<file path="config.mk">
export PLATFORM = sky130hd
export DESIGN_NAME = alu_issue_stage_flat
export DESIGN_NICKNAME = d
export VERILOG_FILES = /design/src/rtl/riscv_alu_pkg.sv /design/src/rtl/alu_issue_stage_if.sv /design/src/rtl/alu_issue_stage_imm_gen.sv /design/src/rtl/alu_issue_stage.sv /design/src/flat_wrapper.sv
export SDC_FILE = /design/constraint.sdc
export NUM_CORES = 1
export LEC_CHECK = 0
export CAP_MARGIN = 20
export CELL_PAD_IN_SITES_DETAIL_PLACEMENT = 0
export CELL_PAD_IN_SITES_GLOBAL_PLACEMENT = 1
export CORE_MARGIN = 1.5
export CORE_UTILIZATION = 40
export DETAILED_ROUTE_END_ITERATION = 16
export DONT_BUFFER_PORTS = 1
export HOLD_SLACK_MARGIN = 0.05
export PLACE_DENSITY = 0.68
export SLEW_MARGIN = 10
export SYNTH_ARGS = -nofsm -noshare
export SYNTH_HDL_FRONTEND = slang
export SYNTH_SLANG_ARGS = --single-unit
</file>
<file path="constraint.sdc">
create_clock -name clk -period 3.4 [get_ports clk]
set_input_delay 0.17 -clock clk [delete_from_list [all_inputs] [get_ports clk]]
set_output_delay 0.17 -clock clk [all_outputs]
set_load 0.02 [all_outputs]
</file>
<file path="src/rtl/riscv_alu_pkg.sv">
// Shared RV32I ALU encodings, opcode/funct constants and the issued-bundle type.
// Combinational helpers only; used by the issue stage and the ALU.
package riscv_alu_pkg;

    localparam logic [3:0] ALUOP_AND = 4'b0000;
    localparam logic [3:0] ALUOP_OR  = 4'b0001;
    localparam logic [3:0] ALUOP_ADD = 4'b0010;
    localparam logic [3:0] ALUOP_SUB = 4'b0011;
    localparam logic [3:0] ALUOP_SLT = 4'b0111;
    localparam logic [3:0] ALUOP_XOR = 4'b1101;
    localparam logic [3:0] ALUOP_SRL = 4'b1000;
    localparam logic [3:0] ALUOP_SLL = 4'b1001;
    localparam logic [3:0] ALUOP_SRA = 4'b1010;

    localparam logic [6:0] OPCODE_OP     = 7'b0110011;
    localparam logic [6:0] OPCODE_OPIMM  = 7'b0010011;
    localparam logic [6:0] OPCODE_LOAD   = 7'b0000011;
    localparam logic [6:0] OPCODE_STORE  = 7'b0100011;
    localparam logic [6:0] OPCODE_BRANCH = 7'b1100011;
    localparam logic [6:0] OPCODE_LUI    = 7'b0110111;
    localparam logic [6:0] OPCODE_AUIPC  = 7'b0010111;
    localparam logic [6:0] OPCODE_JAL    = 7'b1101111;

    localparam logic [6:0] FUNCT7_BASE = 7'b0000000;
    localparam logic [6:0] FUNCT7_ALT  = 7'b0100000;

    localparam logic [2:0] FUNCT3_ADD_SUB = 3'b000;
    localparam logic [2:0] FUNCT3_SLL     = 3'b001;
    localparam logic [2:0] FUNCT3_SLT     = 3'b010;
    localparam logic [2:0] FUNCT3_SLTU    = 3'b011;
    localparam logic [2:0] FUNCT3_XOR     = 3'b100;
    localparam logic [2:0] FUNCT3_SR      = 3'b101;
    localparam logic [2:0] FUNCT3_OR      = 3'b110;
    localparam logic [2:0] FUNCT3_AND     = 3'b111;

    typedef struct packed {
        logic [31:0] op1;
        logic [31:0] op2;
        logic [3:0]  alu_op;
        logic [31:0] store_data;
        logic [4:0]  rd;
        logic        reg_write;
        logic        mem_read;
        logic        mem_write;
        logic        branch;
        logic        illegal;
    } ex_bundle_t;

    // alt selects SUB/SRA; SLTU has no ALU op here and is rejected by the caller.
    function automatic logic [3:0] funct3_aluop(input logic [2:0] funct3, input logic alt);
        logic [3:0] op;
        case (funct3)
            FUNCT3_ADD_SUB: op = alt ? ALUOP_SUB : ALUOP_ADD;
            FUNCT3_SLL:     op = ALUOP_SLL;
            FUNCT3_SLT:     op = ALUOP_SLT;
            FUNCT3_XOR:     op = ALUOP_XOR;
            FUNCT3_SR:      op = alt ? ALUOP_SRA : ALUOP_SRL;
            FUNCT3_OR:      op = ALUOP_OR;
            FUNCT3_AND:     op = ALUOP_AND;
            default:        op = ALUOP_ADD;
        endcase
        return op;
    endfunction

endpackage

</file>
<file path="src/rtl/alu_issue_stage_if.sv">
// Decode-side request and execute-side issued bundle of the ALU issue stage.
// slave = the stage itself, master = whatever drives it.
interface alu_issue_stage_if;
    logic        in_valid;
    logic        in_ready;
    logic [31:0] instr;
    logic [31:0] pc;
    logic [31:0] rs1_data;
    logic [31:0] rs2_data;
    logic        ex_valid;
    logic        ex_ready;
    logic [31:0] op1;
    logic [31:0] op2;
    logic [3:0]  alu_op;
    logic [31:0] store_data;
    logic [4:0]  rd;
    logic        reg_write;
    logic        mem_read;
    logic        mem_write;
    logic        branch;
    logic        illegal;

    modport slave (
        input  in_valid, instr, pc, rs1_data, rs2_data, ex_ready,
        output in_ready, ex_valid, op1, op2, alu_op, store_data, rd,
               reg_write, mem_read, mem_write, branch, illegal
    );

    modport master (
        output in_valid, instr, pc, rs1_data, rs2_data, ex_ready,
        input  in_ready, ex_valid, op1, op2, alu_op, store_data, rd,
               reg_write, mem_read, mem_write, branch, illegal
    );
endinterface

</file>
<file path="src/rtl/alu_issue_stage_imm_gen.sv">
// RV32I immediate extraction (I, S, U, shamt); purely combinational, no state.
module imm_gen (
    input  logic [31:7] instr_i,
    output logic [31:0] immi_o,
    output logic [31:0] imms_o,
    output logic [31:0] immu_o,
    output logic [31:0] shamt_o
);
    assign immi_o  = {{20{instr_i[31]}}, instr_i[31:20]};
    assign imms_o  = {{20{instr_i[31]}}, instr_i[31:25], instr_i[11:7]};
    assign immu_o  = {instr_i[31:12], 12'b0};
    assign shamt_o = {27'b0, instr_i[24:20]};
endmodule

</file>
<file path="src/rtl/alu_issue_stage.sv">
// RV32I decode/issue stage: registers ALU operands, alu_op and execute controls.
// One-cycle latency; in_ready = !ex_valid || ex_ready, stalls hold every output, flush kills.
module alu_issue_stage
    import riscv_alu_pkg::*;
#(
    parameter logic [31:0] RESET_PC_OP = 32'h0000_0000
) (
    input  logic             clk,
    input  logic             rst_n,
    input  logic             flush,
    alu_issue_stage_if.slave bus
);
    localparam ex_bundle_t RST_BUNDLE = '{
        op1: RESET_PC_OP, op2: RESET_PC_OP, alu_op: 4'b0000, store_data: 32'b0,
        rd: 5'b0, reg_write: 1'b0, mem_read: 1'b0, mem_write: 1'b0,
        branch: 1'b0, illegal: 1'b0
    };

    logic [31:0] immi, imms, immu, shamt;
    logic [6:0]  opcode, funct7;
    logic [2:0]  funct3;
    logic        writes_rd, legal, load;
    ex_bundle_t  dec, bun_d, bun_q;
    logic        vld_d, vld_q;

    imm_gen u_imm_gen (
        .instr_i (bus.instr[31:7]),
        .immi_o  (immi),
        .imms_o  (imms),
        .immu_o  (immu),
        .shamt_o (shamt)
    );

    assign opcode = bus.instr[6:0];
    assign funct3 = bus.instr[14:12];
    assign funct7 = bus.instr[31:25];

    always_comb begin
        dec            = RST_BUNDLE;
        dec.op1        = bus.rs1_data;
        dec.op2        = bus.rs2_data;
        dec.alu_op     = ALUOP_ADD;
        dec.store_data = bus.rs2_data;
        dec.rd         = bus.instr[11:7];
        writes_rd      = 1'b0;
        legal          = 1'b1;
        case (opcode)
            OPCODE_OP: begin
                writes_rd  = 1'b1;
                dec.alu_op = funct3_aluop(funct3, funct7 == FUNCT7_ALT);
                // Only ADD/SUB and SRL/SRA have an alternate funct7 form.
                legal = (funct3 != FUNCT3_SLTU) &&
                        ((funct7 == FUNCT7_BASE) ||
                         ((funct7 == FUNCT7_ALT) &&
                          (funct3 == FUNCT3_ADD_SUB || funct3 == FUNCT3_SR)));
            end
            OPCODE_OPIMM: begin
                writes_rd  = 1'b1;
                dec.op2    = immi;
                dec.alu_op = funct3_aluop(funct3, (funct3 == FUNCT3_SR) && (funct7 == FUNCT7_ALT));
                legal      = (funct3 != FUNCT3_SLTU);
                if (funct3 == FUNCT3_SLL) begin
                    dec.op2 = shamt;
                    legal   = (funct7 == FUNCT7_BASE);
                end else if (funct3 == FUNCT3_SR) begin
                    dec.op2 = shamt;
                    legal   = (funct7 == FUNCT7_BASE) || (funct7 == FUNCT7_ALT);
                end
            end
            OPCODE_LOAD: begin
                writes_rd    = 1'b1;
                dec.op2      = immi;
                dec.mem_read = 1'b1;
            end
            OPCODE_STORE: begin
                dec.op2       = imms;
                dec.mem_write = 1'b1;
            end
            OPCODE_BRANCH: begin
                dec.alu_op = ALUOP_SUB;
                dec.branch = 1'b1;
            end
            OPCODE_LUI: begin
                writes_rd = 1'b1;
                dec.op1   = 32'b0;
                dec.op2   = immu;
            end
            OPCODE_AUIPC: begin
                writes_rd = 1'b1;
                dec.op1   = bus.pc;
                dec.op2   = immu;
            end
            OPCODE_JAL: begin
                writes_rd = 1'b1;
                dec.op1   = bus.pc;
                dec.op2   = 32'd4;
            end
            default: legal = 1'b0;
        endcase
        // Illegal instructions still issue so the exception retires in order.
        if (!legal) begin
            dec.alu_op    = ALUOP_ADD;
            dec.mem_read  = 1'b0;
            dec.mem_write = 1'b0;
            dec.branch    = 1'b0;
            dec.illegal   = 1'b1;
        end
        dec.reg_write = writes_rd && legal && (bus.instr[11:7] != 5'd0);
    end

    assign bus.in_ready = !vld_q || bus.ex_ready;
    assign load         = bus.in_valid && bus.in_ready;

    always_comb begin
        vld_d = vld_q;
        bun_d = bun_q;
        if (flush) begin
            vld_d = 1'b0;
        end else if (load) begin
            vld_d = 1'b1;
            bun_d = dec;
        end else if (bus.ex_ready) begin
            vld_d = 1'b0;
        end
    end

    always_ff @(posedge clk or negedge rst_n) begin
        if (!rst_n) begin
            vld_q <= 1'b0;
            bun_q <= RST_BUNDLE;
        end else begin
            vld_q <= vld_d;
            bun_q <= bun_d;
        end
    end

    assign bus.ex_valid   = vld_q;
    assign bus.op1        = bun_q.op1;
    assign bus.op2        = bun_q.op2;
    assign bus.alu_op     = bun_q.alu_op;
    assign bus.store_data = bun_q.store_data;
    assign bus.rd         = bun_q.rd;
    assign bus.reg_write  = bun_q.reg_write;
    assign bus.mem_read   = bun_q.mem_read;
    assign bus.mem_write  = bun_q.mem_write;
    assign bus.branch     = bun_q.branch;
    assign bus.illegal    = bun_q.illegal;

endmodule

</file>
<file path="src/flat_wrapper.sv">
// flat-port wrapper written by rule: the top's interface ports become plain ports
module alu_issue_stage_flat import riscv_alu_pkg::*;
#(
    parameter logic [31:0] RESET_PC_OP = 32'h0000_0000
)
  (clk, rst_n, flush, bus_in_valid, bus_instr, bus_pc, bus_rs1_data, bus_rs2_data, bus_ex_ready, bus_in_ready, bus_ex_valid, bus_op1, bus_op2, bus_alu_op, bus_store_data, bus_rd, bus_reg_write, bus_mem_read, bus_mem_write, bus_branch, bus_illegal);
  alu_issue_stage_if bus_i ();
  input  logic clk;
  input  logic rst_n;
  input  logic flush;
  input wire logic [$bits(bus_i.in_valid)-1:0] bus_in_valid;
  input wire logic [$bits(bus_i.instr)-1:0] bus_instr;
  input wire logic [$bits(bus_i.pc)-1:0] bus_pc;
  input wire logic [$bits(bus_i.rs1_data)-1:0] bus_rs1_data;
  input wire logic [$bits(bus_i.rs2_data)-1:0] bus_rs2_data;
  input wire logic [$bits(bus_i.ex_ready)-1:0] bus_ex_ready;
  output wire logic [$bits(bus_i.in_ready)-1:0] bus_in_ready;
  output wire logic [$bits(bus_i.ex_valid)-1:0] bus_ex_valid;
  output wire logic [$bits(bus_i.op1)-1:0] bus_op1;
  output wire logic [$bits(bus_i.op2)-1:0] bus_op2;
  output wire logic [$bits(bus_i.alu_op)-1:0] bus_alu_op;
  output wire logic [$bits(bus_i.store_data)-1:0] bus_store_data;
  output wire logic [$bits(bus_i.rd)-1:0] bus_rd;
  output wire logic [$bits(bus_i.reg_write)-1:0] bus_reg_write;
  output wire logic [$bits(bus_i.mem_read)-1:0] bus_mem_read;
  output wire logic [$bits(bus_i.mem_write)-1:0] bus_mem_write;
  output wire logic [$bits(bus_i.branch)-1:0] bus_branch;
  output wire logic [$bits(bus_i.illegal)-1:0] bus_illegal;
  assign bus_i.in_valid = bus_in_valid;
  assign bus_i.instr = bus_instr;
  assign bus_i.pc = bus_pc;
  assign bus_i.rs1_data = bus_rs1_data;
  assign bus_i.rs2_data = bus_rs2_data;
  assign bus_i.ex_ready = bus_ex_ready;
  assign bus_in_ready = bus_i.in_ready;
  assign bus_ex_valid = bus_i.ex_valid;
  assign bus_op1 = bus_i.op1;
  assign bus_op2 = bus_i.op2;
  assign bus_alu_op = bus_i.alu_op;
  assign bus_store_data = bus_i.store_data;
  assign bus_rd = bus_i.rd;
  assign bus_reg_write = bus_i.reg_write;
  assign bus_mem_read = bus_i.mem_read;
  assign bus_mem_write = bus_i.mem_write;
  assign bus_branch = bus_i.branch;
  assign bus_illegal = bus_i.illegal;
  alu_issue_stage #(.RESET_PC_OP(RESET_PC_OP)) u_core (.clk(clk), .rst_n(rst_n), .flush(flush), .bus(bus_i));
endmodule
</file>
==> results of run 1 <==
through the flow:
| stage | utilization (%) | instance area (um^2) |
|---|---|---|
| after floorplan | - | 4990 |
| after global placement | 42.1 | 5100 |
| after detailed placement | 42.1 | 5100 |
Yosys cell counts, types with 2 or more instances:
cell type / instances
buf_2: 15
a22oi_1: 6
nand3_1: 4
clkbuf_1: 25
a221oi_1: 59
and2_1: 3
nand2_1: 104
or3_1: 2
nor2b_1: 5
inv_1: 22
a21oi_1: 8
nand3b_1: 2
o21a_1: 3
nor2_1: 112
nor3b_1: 2
o21ai_0: 32
dfrtp_1: 111
nand4_1: 2
kinds of logic after synthesis:
family	share of synthesized area [%]
AND/OR/NAND/NOR	20.5
AO/OA/AOI/OAI	17.9
flip-flops	55.6
buffers and inverters	5.34
multiplexers	0.426
XOR/XNOR	0.175
==> metrics.md, run 1 <==
| Metric | Value |
|---|---|
| Num CTS Buffers | `9` |
| Root Driver | `clkbuf_16` |
| Clock sink total | `111` |
| IO buf count | `0` |
| FFs w/ async S/R, synth | `100%` |
| Halt Reason | `[ERROR RSZ-0060] Max buffer count reached.` |
| Chip Height | `115 um` |
| Synth top area cells | `dfrtp_1 56%, a221oi_1 10%, nor2_1 8.4%` |
| Count of flip-flops with a built-in enable after synthesis | `0` |
| Post-CTS setup buffer count | `0` |
| Syn nets | `676` |
| Clk buf depth | `2` |
| Top_reg_cell synth | `dfrtp_1` |
| Placed Cells | `677` |
| Syn Inst Count | `543` |
| GP Congestion | `0.750` |
| Mapped Avg Cell Area | `9.19 um^2` |
| Stage where the run ended | `clock tree synthesis (4_1_cts)` |
| YS warnings | `0` |
| Die W | `115 um` |
| HPWL after DPL | `10400 um` |
| Top Ports | `245` |
| Yosys top cell by area | `dfrtp_1` |
| Post-CTS Hold Buffers | `139` |
| CTS resizes | `0` |
| Outcome | `aborted with a tool error` |
| Netlist cell types | `44` |
| Synth top area share | `55.6%` |
| Floorplan row count | `40` |
| Initial Util | `41.2%` |
| Maximum level of the CTS H-tree | `3` |
| Sequential share of the synthesized area | `55.6%` |
| Synth Register Bits | `111` |
| DP Worst Slack | `1220 ps` |
| Mapped Area | `0.00499 mm^2` |
==> run 2, diff against run 1 <==
CELL_PAD_IN_SITES_DETAIL_PLACEMENT = unset   (was 0)
CELL_PAD_IN_SITES_GLOBAL_PLACEMENT = unset   (was 1)
CORE_UTILIZATION = 25   (was 40)
HOLD_SLACK_MARGIN = unset   (was 0.05)
PLACE_DENSITY = unset   (was 0.68)
PLACE_DENSITY_LB_ADDON = 0.15   (was unset)
==> run 2 against run 1 <==
Compared with the run above:
- synthesized cell count is the same
- the flow now finishes without violations
- synthesized area unchanged
==> metrics.md, run 2 <==
| Metric | Value |
|---|---|
| Adder-cell share of the synthesized area | `0% (unchanged)` |
| Worst-path clk slew | `70 ps` |
| WL/cell | `19.8 um` |
| Chip Height | `144 um (+26%)` |
| CP Class | `reg -> reg` |
| Worst setup margin | `763 ps` |
| Sw Pwr | `1.11 mW` |
| Final Util | `34.5%` |
| Share of cells above drive strength 1 | `4.81%` |
| Nets | `776` |
| Setup violators final | `0` |
| Vias per cell | `4.95` |
| Hold depth | `2` |
| Syn Inst Count | `543 (unchanged)` |
| Tcrit/Tclk final | `77.6%` |
| Combinational Power Share | `13.8%` |
| Mapped Area | `0.00499 mm^2 (unchanged)` |
| Hold Path Origin | `bus_rs1_data[25]` |
| Yosys top cell by area | `dfrtp_1` |
| IO buf count | `0 (unchanged)` |
| 1st-iter DRT viols | `189` |
| Sequential Power Share | `55.8%` |
| Slew Limit Fails | `0` |
| Wirelength, routed | `18000 um` |
| Commonest non-fill, non-tap cell in the layout | `dlygate4sd3_1` |
| CTS resizes | `0 (unchanged)` |
| Switch share | `32.5%` |
| Most frequent cells after synthesis | `112 x nor2_1, 111 x dfrtp_1, 104 x nand2_1` |
| Leak | `2.85 nW` |
| Mapped Avg Cell Area | `9.19 um^2 (unchanged)` |
| Post-CTS Hold Buffers | `122 (-12%)` |
| Synth Area in XOR/XNOR | `0.175% (unchanged)` |
| Die W | `144 um (+26%)` |
| Num CTS Buffers | `9 (unchanged)` |
| CTS tree | `built` |
| Worst rel slew slack | `44.9%` |
| Crit path launch | `u_core.bus.ex_valid` |
| Outcome | `finished clean` |
| Min Tclk post-route | `2640 ps` |
| Largest net degree at the start of global routing | `112` |
| Top Ports | `245 (unchanged)` |
| Largest family of logic cells by synthesized area | `simple AND/OR/NAND/NOR gates` |
| Worst r2r path cells | `8` |
| Mux share of post-synthesis cell area | `0.426% (unchanged)` |
| HPWL after DPL | `12200 um (+17%)` |
| Sequential share of the synthesized area | `55.6% (unchanged)` |
| Max IR drop VDD | `0.204 mV` |
| Antenna viol nets, final | `0` |
| DP Worst Slack | `1150 ps (-71.7 ps)` |
| Worst skew pair latency | `350 ps` |
| Setup Skew | `6.88 ps` |
| Cell with the most instances after synthesis | `nor2_1` |
| YS warnings | `0 (unchanged)` |
| Max-cap violation count | `0` |
| Vias post-DR | `4503` |
| Netlist cell types | `44 (unchanged)` |
| Root Driver | `clkbuf_16` |
| RSZ-0062 raised after global routing | `no` |
| Synth top area share | `55.6% (unchanged)` |
| CP endpoint kind | `flop` |
| Worst Hold End | `u_core.bus.op1[25]` |
| Synth top area cells | `dfrtp_1 56%, a221oi_1 10%, nor2_1 8.4%` |
| Worst min-delay path class | `in -> reg` |
| Top_reg_cell synth | `dfrtp_1` |
| Post-CTS setup buffer count | `0 (unchanged)` |
| FFs w/ async S/R, synth | `100% (unchanged)` |
| Synth Register Bits | `111 (unchanged)` |
| RR Startpoint | `u_core.bus.ex_valid` |
| Share of power burned in the clock network | `30.5%` |
| CP max FO | `20` |
| Clock sink total | `111 (unchanged)` |
| TritonRoute pass-1 iters | `4` |
| Transition time at the pin with the least slew margin | `826 ps` |
| First-pass GRT wire length | `25400 um` |
| Req. time, crit path | `3690 ps` |
| Gr usage total | `16.5%` |
| GP Congestion | `0.803 (+7.1%)` |
| Final hold vios | `0` |
| Total negative slack | `0 ps` |
| Floorplan row count | `51 (+28%)` |
| Core area | `0.0195 mm^2` |
| Count of flip-flops with a built-in enable after synthesis | `0 (unchanged)` |
| Syn nets | `676 (unchanged)` |
| Crit path launch type | `flop` |
| GR Overflow Total | `0` |
| Initial antenna violation count | `0` |
| DRC Markers | `0` |
| Compound-Gate Fraction of Synth Area | `17.9% (unchanged)` |
| Clk buf depth | `2 (unchanged)` |
| Die ar. | `0.0208 mm^2` |
| Simple-Gate Fraction of Synth Area | `20.5% (unchanged)` |
| Worst Path Arrival | `2930 ps` |
| Hold WS | `8.18 ps` |
| Commonest cells after routing, fill and taps aside | `121 x dlygate4sd3_1, 112 x nor2_1, 111 x dfrtp_1, 104 x nand2_1, 59 x a221oi_1` |
| Int Power | `2.30 mW` |
| Maximum level of the CTS H-tree | `3 (unchanged)` |
| Worst R2R End | `u_core.bus.op2[19]` |
| Initial Util | `25.6% (-16 points)` |
| Number of global-route vias before repair | `4405` |
| PwrDens | `506 mW/mm^2` |
| Fmax achieved | `379 MHz` |
| R2r setup slk | `760 ps` |
| Area grow syn2layout | `34.9%` |
| Antenna diodes | `0` |
## run 2: cell counts after synthesis
Identical to the previous run, type by type.
## run 2: how the worst max path moves through the flow
stage                    endpoint  cells past startpoint  slack [ps]
2_1_floorplan    u_core.bus.rd[0]                      8        1610
3_3_place_gp   u_core.bus.op2[17]                      6        1250
3_5_place_dp   u_core.bus.op2[13]                      6        1150
4_1_cts        u_core.bus.op2[17]                      8         770
5_1_grt        u_core.bus.op2[19]                      8         590
6_report       u_core.bus.op2[19]                      8         760
## run 2: critical path, cell delays in order, from the launching register on
cell	delay (ps)
dfrtp_1	450
nor2b_1	280
inv_1	190
nand3b_1	190
buf_4	280
a211oi_2	70
buf_4	250
a221oi_1	270
dlygate4sd3_1	600
## run 2: cell type report
class / count / area, um^2
fill: 2028 / 12800
tap: 265 / 332
sequential: 111 / 2780
timing repair buffer: 131 / 1310
multi-input combinational: 368 / 1960
clock buffer: 9 / 225
inverter: 22 / 82.6
clock inverter: 4 / 50.0
## run 2: logic make-up (layout without fill, tap and decap cells)
logic type,count (synthesis),in the layout
and+or+nand+nor,245,245
AOI/OAI and AO/OA,120,120
DFF,111,111
buffers and inverters,64,166
muxes,2,2
xor gates and xnor gates,1,1
## run 2: routing by layer
layer | track usage (%) | vias to the layer above | share of wire [%]
met3 | 4.07 | 20 | 8.4
met2 | 29.7 | 219 | 50
met4 | 6.43 | 0 | 1.8
li1 | - | 2071 | -
met1 | 18.8 | 2193 | 39
met5 | 0 | - | 0
## run 2: per-stage QoR
step / instance area [um^2] / std cells / total power, mW
4_1_cts: 6740 / 910 / 3.47
6_report: 6740 / 910 / 3.41
5_1_grt: 6740 / 910 / 3.59
3_3_place_gp: 5220 / 775 / 2.21
3_5_place_dp: 5220 / 775 / 2.23
2_1_floorplan: 4990 / 543 / 2.11
## run 2: power groups by stage
| stage | logic [mW] | registers [mW] | clock network [mW] |
|---|---|---|---|
| CTS | 0.472 | 1.91 | 1.09 |
| finish | 0.469 | 1.90 | 1.04 |
| floorplan | 0.248 | 1.86 | 0 |
| global placement | 0.285 | 1.93 | 0 |
| detailed placement | 0.296 | 1.93 | 0 |
| global route | 0.532 | 1.92 | 1.14 |
(Power assumes the default switching activity.)
==> run 3, diff against run 2 <==
clock period = 2.7 ns   (was 3.4 ns; I/O delays follow)
==> run 3 against run 2 <==
Compared with the run above:
- the run now ends with hold timing left
- maximum frequency increased by 7.4%
- worst hold slack got worse by 540 ps
- non-clock buffer count up 25
- largest power group unchanged
- largest cell class unchanged
- global-route usage is 0.36 points higher
- clock-buffer cell count unchanged
- die area is the same
- power up 34%
- final area is 5.1% higher
- combinational power grew 28%
- via count grew 1.5%
==> metrics.md, run 3 (same netlist as run 2, synthesis figures left out) <==
| Metric | Value |
|---|---|
| Outcome | `complete, but fails checks` |
| Failing checks | `hold timing` |
| Maximum level of the CTS H-tree | `3 (unchanged)` |
| Sequential Power Share | `52.3% (-3.5 points)` |
| Worst skew pair latency | `360 ps (about the same)` |
| CTS tree | `built` |
| Die W | `144 um (unchanged)` |
| Wirelength, routed | `18200 um (+0.97%)` |
| Floorplan row count | `51 (unchanged)` |
| Max IR drop VDD | `0.325 mV (+59%)` |
| Finished layout cell area | `0.00708 mm^2 (+5.1%)` |
| Commonest cells after routing, fill and taps aside | `143 x dlygate4sd3_1, 112 x nor2_1, 111 x dfrtp_1, 104 x nand2_1, 59 x a221oi_1` |
| GP Congestion | `0.802 (-0.20%)` |
| Total negative slack | `0 ps (unchanged)` |
| Worst r2r path cells | `7 (-1)` |
| Share of power burned in the clock network | `34.7% (+4.2 points)` |
| Worst rel slew slack | `49.0% (+4.1 points)` |
| HPWL after DPL | `12200 um (+0.12%)` |
| Combinational Power Share | `13.1% (-0.7 points)` |
| Fmax achieved | `407 MHz (+7.4%)` |
| Die ar. | `0.0208 mm^2 (unchanged)` |
| CP endpoint kind | `flop` |
| Top Ports | `245 (unchanged)` |
| Tcrit/Tclk final | `90.9% (+13 points)` |
| Worst-path clk slew | `80 ps (about the same)` |
| Number of global-route vias before repair | `4578 (+3.9%)` |
| Vias per cell | `4.86 (-1.7%)` |
| Worst Path Arrival | `2690 ps (-240 ps)` |
| Chip Height | `144 um (unchanged)` |
| Core area | `0.0195 mm^2 (unchanged)` |
| Num CTS Buffers | `9 (unchanged)` |
| Post-CTS Hold Buffers | `143 (+17%)` |
| CP Class | `reg -> reg` |
| 1st-iter DRT viols | `183 (-3.2%)` |
| Share of cells above drive strength 1 | `5.50% (+0.69 points)` |
| Vias post-DR | `4572 (+1.5%)` |
| Area grow syn2layout | `41.7%` |
| Slowest cell on the critical path | `dlygate4sd3_1` |
| CTS resizes | `0 (unchanged)` |
| Antenna viol nets, final | `0 (unchanged)` |
| Hold WS | `-533 ps (-541 ps)` |
| CP max FO | `45 (+130%)` |
| Transition time at the pin with the least slew margin | `766 ps (-60.8 ps)` |
| Min Tclk post-route | `2450 ps (-182 ps)` |
| Setup Skew | `12.7 ps (+5.84 ps)` |
| Switch share | `31.2% (-1.2 points)` |
| Initial Util | `25.6% (unchanged)` |
| Setup violators final | `0 (unchanged)` |
| Crit path buffers/inverters | `3 (-1)` |
| Worst stage delay on the critical path | `580 ps (-20 ps)` |
| Cell family with most CP delay | `buffers and inverters` |
| Largest net degree at the start of global routing | `112 (unchanged)` |
| Leak | `3.02 nW (+5.8%)` |
| Gr usage total | `16.9% (+0.36 points)` |
| Initial antenna violation count | `2 (+2)` |
| Req. time, crit path | `2940 ps (-750 ps)` |
| Max-cap violation count | `0 (unchanged)` |
| WL/cell | `19.4 um (-2.3%)` |
| R2r setup slk | `250 ps (-520 ps)` |
| First-pass GRT wire length | `26000 um (+2.6%)` |
| Worst min-delay path class | `in -> async` |
| Int Power | `3.15 mW (+37%)` |
| Commonest non-fill, non-tap cell in the layout | `dlygate4sd3_1` |
| PwrDens | `647 mW/mm^2 (+28%)` |
| GR Overflow Total | `0 (unchanged)` |
| Area after DPL | `0.00527 mm^2 (+1.0%)` |
| TritonRoute pass-1 iters | `4 (unchanged)` |
| Clk buf depth | `2 (unchanged)` |
| RR Startpoint | `u_core.bus.ex_valid` |
| Sw Pwr | `1.43 mW (+29%)` |
| Final hold vios | `111 (+111)` |
| IO buf count | `0 (unchanged)` |
| Root Driver | `clkbuf_16` |
| Clock sink total | `111 (unchanged)` |
| RSZ-0062 raised after global routing | `no` |
| Slew Limit Fails | `0 (unchanged)` |
| DRC Markers | `0 (unchanged)` |
| Crit path launch type | `flop` |
| Worst-path cell chain | `nor2b_1 > nor3b_2 > buf_12 > and2_1 > buf_4 > a221oi_1 > dlygate4sd3_1` |
| Worst R2R End | `u_core.bus.op2[24]` |
| Nets | `801 (+3.2%)` |
-- run 3: worst max-delay path by stage --
stage,cells after the start,from,end,slack (ps)
after floorplan,8,u_core.bus.ex_valid,u_core.bus.rd[0],910
after global placement,6,u_core.bus.ex_valid,u_core.bus.op2[19],780
after detailed placement,6,u_core.bus.ex_valid,u_core.bus.op2[15],720
after CTS,7,u_core.bus.ex_valid,u_core.bus.op2[12],170
after global routing,7,u_core.bus.ex_valid,u_core.bus.op2[16],70
final,7,u_core.bus.ex_valid,u_core.bus.op2[24],250
-- run 3: cell type report --
class / count / area [um^2]
fill: 1986 / 12500
sequential: 111 / 2780
multi-input combinational: 368 / 1960
timing repair buffer: 156 / 1570
tap: 265 / 332
clock buffer: 9 / 225
clock inverter: 7 / 125
inverter: 22 / 82.6
antenna: 2 / 5.00
-- run 3: power groups by stage --
stage	logic, mW	clock network (mW)	registers (mW)
after floorplan	0.313	0	2.35
after global placement	0.368	0	2.43
after detailed placement	0.379	0	2.43
after CTS	0.595	1.65	2.40
after global routing	0.673	1.70	2.43
final	0.599	1.59	2.39
-- run 3: repair_timing --
item	CTS	global route
setup buffers	0	2
hold endpoints to repair	216	111
setup endpoints to repair	0	4
-- run 3: layer usage --
layer / routed length, um / global-route usage [%] / vias up
li1: - / - / 2132
met1: 7250 / 19.0 / 2205
met2: 8800 / 29.5 / 209
met3: 1670 / 5.00 / 26
met4: 491 / 7.76 / 0
met5: 0 / 0 / -
-- run 3: per-stage QoR --
stage / std cells / total power [mW] / hold WS [ps] / setup slack, ps / util (%)
2_1_floorplan: 543 / 2.66 / -161 / 914 / -
3_3_place_gp: 777 / 2.80 / -158 / 776 / 27.0
3_5_place_dp: 777 / 2.81 / -158 / 720 / 27.0
4_1_cts: 936 / 4.64 / -556 / 172 / 36.1
5_1_grt: 940 / 4.80 / -557 / 70.9 / 36.2
6_report: 940 / 4.58 / -533 / 245 / 36.2
==> run 4, diff against run 3 <==
CORE_AREA = 2 2 95 97   (was unset)
CORE_MARGIN = unset   (was 1.5)
CORE_UTILIZATION = unset   (was 25)
DIE_AREA = 0 0 97 99   (was unset)
==> run 4 against run 3 <==
Compared with the run above:
- the run now fails in clock tree synthesis (4_1_cts)
- synthesized cell count is the same
- synthesized area did not move
==> metrics.md, run 4 <==
| Metric | Value |
|---|---|
| YS warnings | `0 (unchanged)` |
| IO buf count | `0 (unchanged)` |
| CTS resizes | `0 (unchanged)` |
| Sequential share of the synthesized area | `55.6% (unchanged)` |
| Cell with the most instances after synthesis | `nor2_1` |
| Stage where the run ended | `clock tree synthesis (4_1_cts)` |
| Clock sink total | `111 (unchanged)` |
| Num CTS Buffers | `9 (unchanged)` |
| Mapped Area | `0.00499 mm^2 (unchanged)` |
| Placed Cells | `620 (-20%)` |
| Synth top area share | `55.6% (unchanged)` |
| GP Congestion | `0.832 (+3.7%)` |
| Top_reg_cell synth | `dfrtp_1` |
| Mapped Avg Cell Area | `9.19 um^2 (unchanged)` |
| Maximum level of the CTS H-tree | `3 (unchanged)` |
| Yosys top cell by area | `dfrtp_1` |
| Synth top area cells | `dfrtp_1 56%, a221oi_1 10%, nor2_1 8.4%` |
| Synth Register Bits | `111 (unchanged)` |
| FFs w/ async S/R, synth | `100% (unchanged)` |
| Floorplan row count | `34 (-33%)` |
| Halt Reason | `[ERROR RSZ-0060] Max buffer count reached.` |
| Outcome | `aborted with a tool error` |
| Clk buf depth | `2 (unchanged)` |
| Most frequent cells after synthesis | `112 x nor2_1, 111 x dfrtp_1, 104 x nand2_1` |
| Syn nets | `676 (unchanged)` |
| HPWL after DPL | `9690 um (-20%)` |
| Chip Height | `99 um (-31%)` |
| Post-CTS Hold Buffers | `129 (-9.8%)` |
| Netlist cell types | `44 (unchanged)` |
| Die W | `97 um (-33%)` |
| Top Ports | `245 (unchanged)` |
| Initial Util | `58.4% (+33 points)` |
| Root Driver | `clkbuf_8` |
| Syn Inst Count | `543 (unchanged)` |
| Post-CTS setup buffer count | `0 (unchanged)` |
| Count of flip-flops with a built-in enable after synthesis | `0 (unchanged)` |
-- run 4: cell counts after synthesis --
No cell type changed its count.
-- run 4: stage by stage --
stage,instance area [um^2],hold slack (ps),utilization [%],worst slack [ps]
after floorplan,4990,-161,-,914
after global placement,5060,-158,59.2,880
after detailed placement,5060,-159,59.2,840
-- run 4: kinds of logic after synthesis --
family / count (synthesis) / share of synthesized area (%)
mux: 2 / 0.426
compound gates: 120 / 17.9
xor+xnor: 1 / 0.175
flops: 111 / 55.6
simple gates: 245 / 20.5
buf+inv: 64 / 5.34
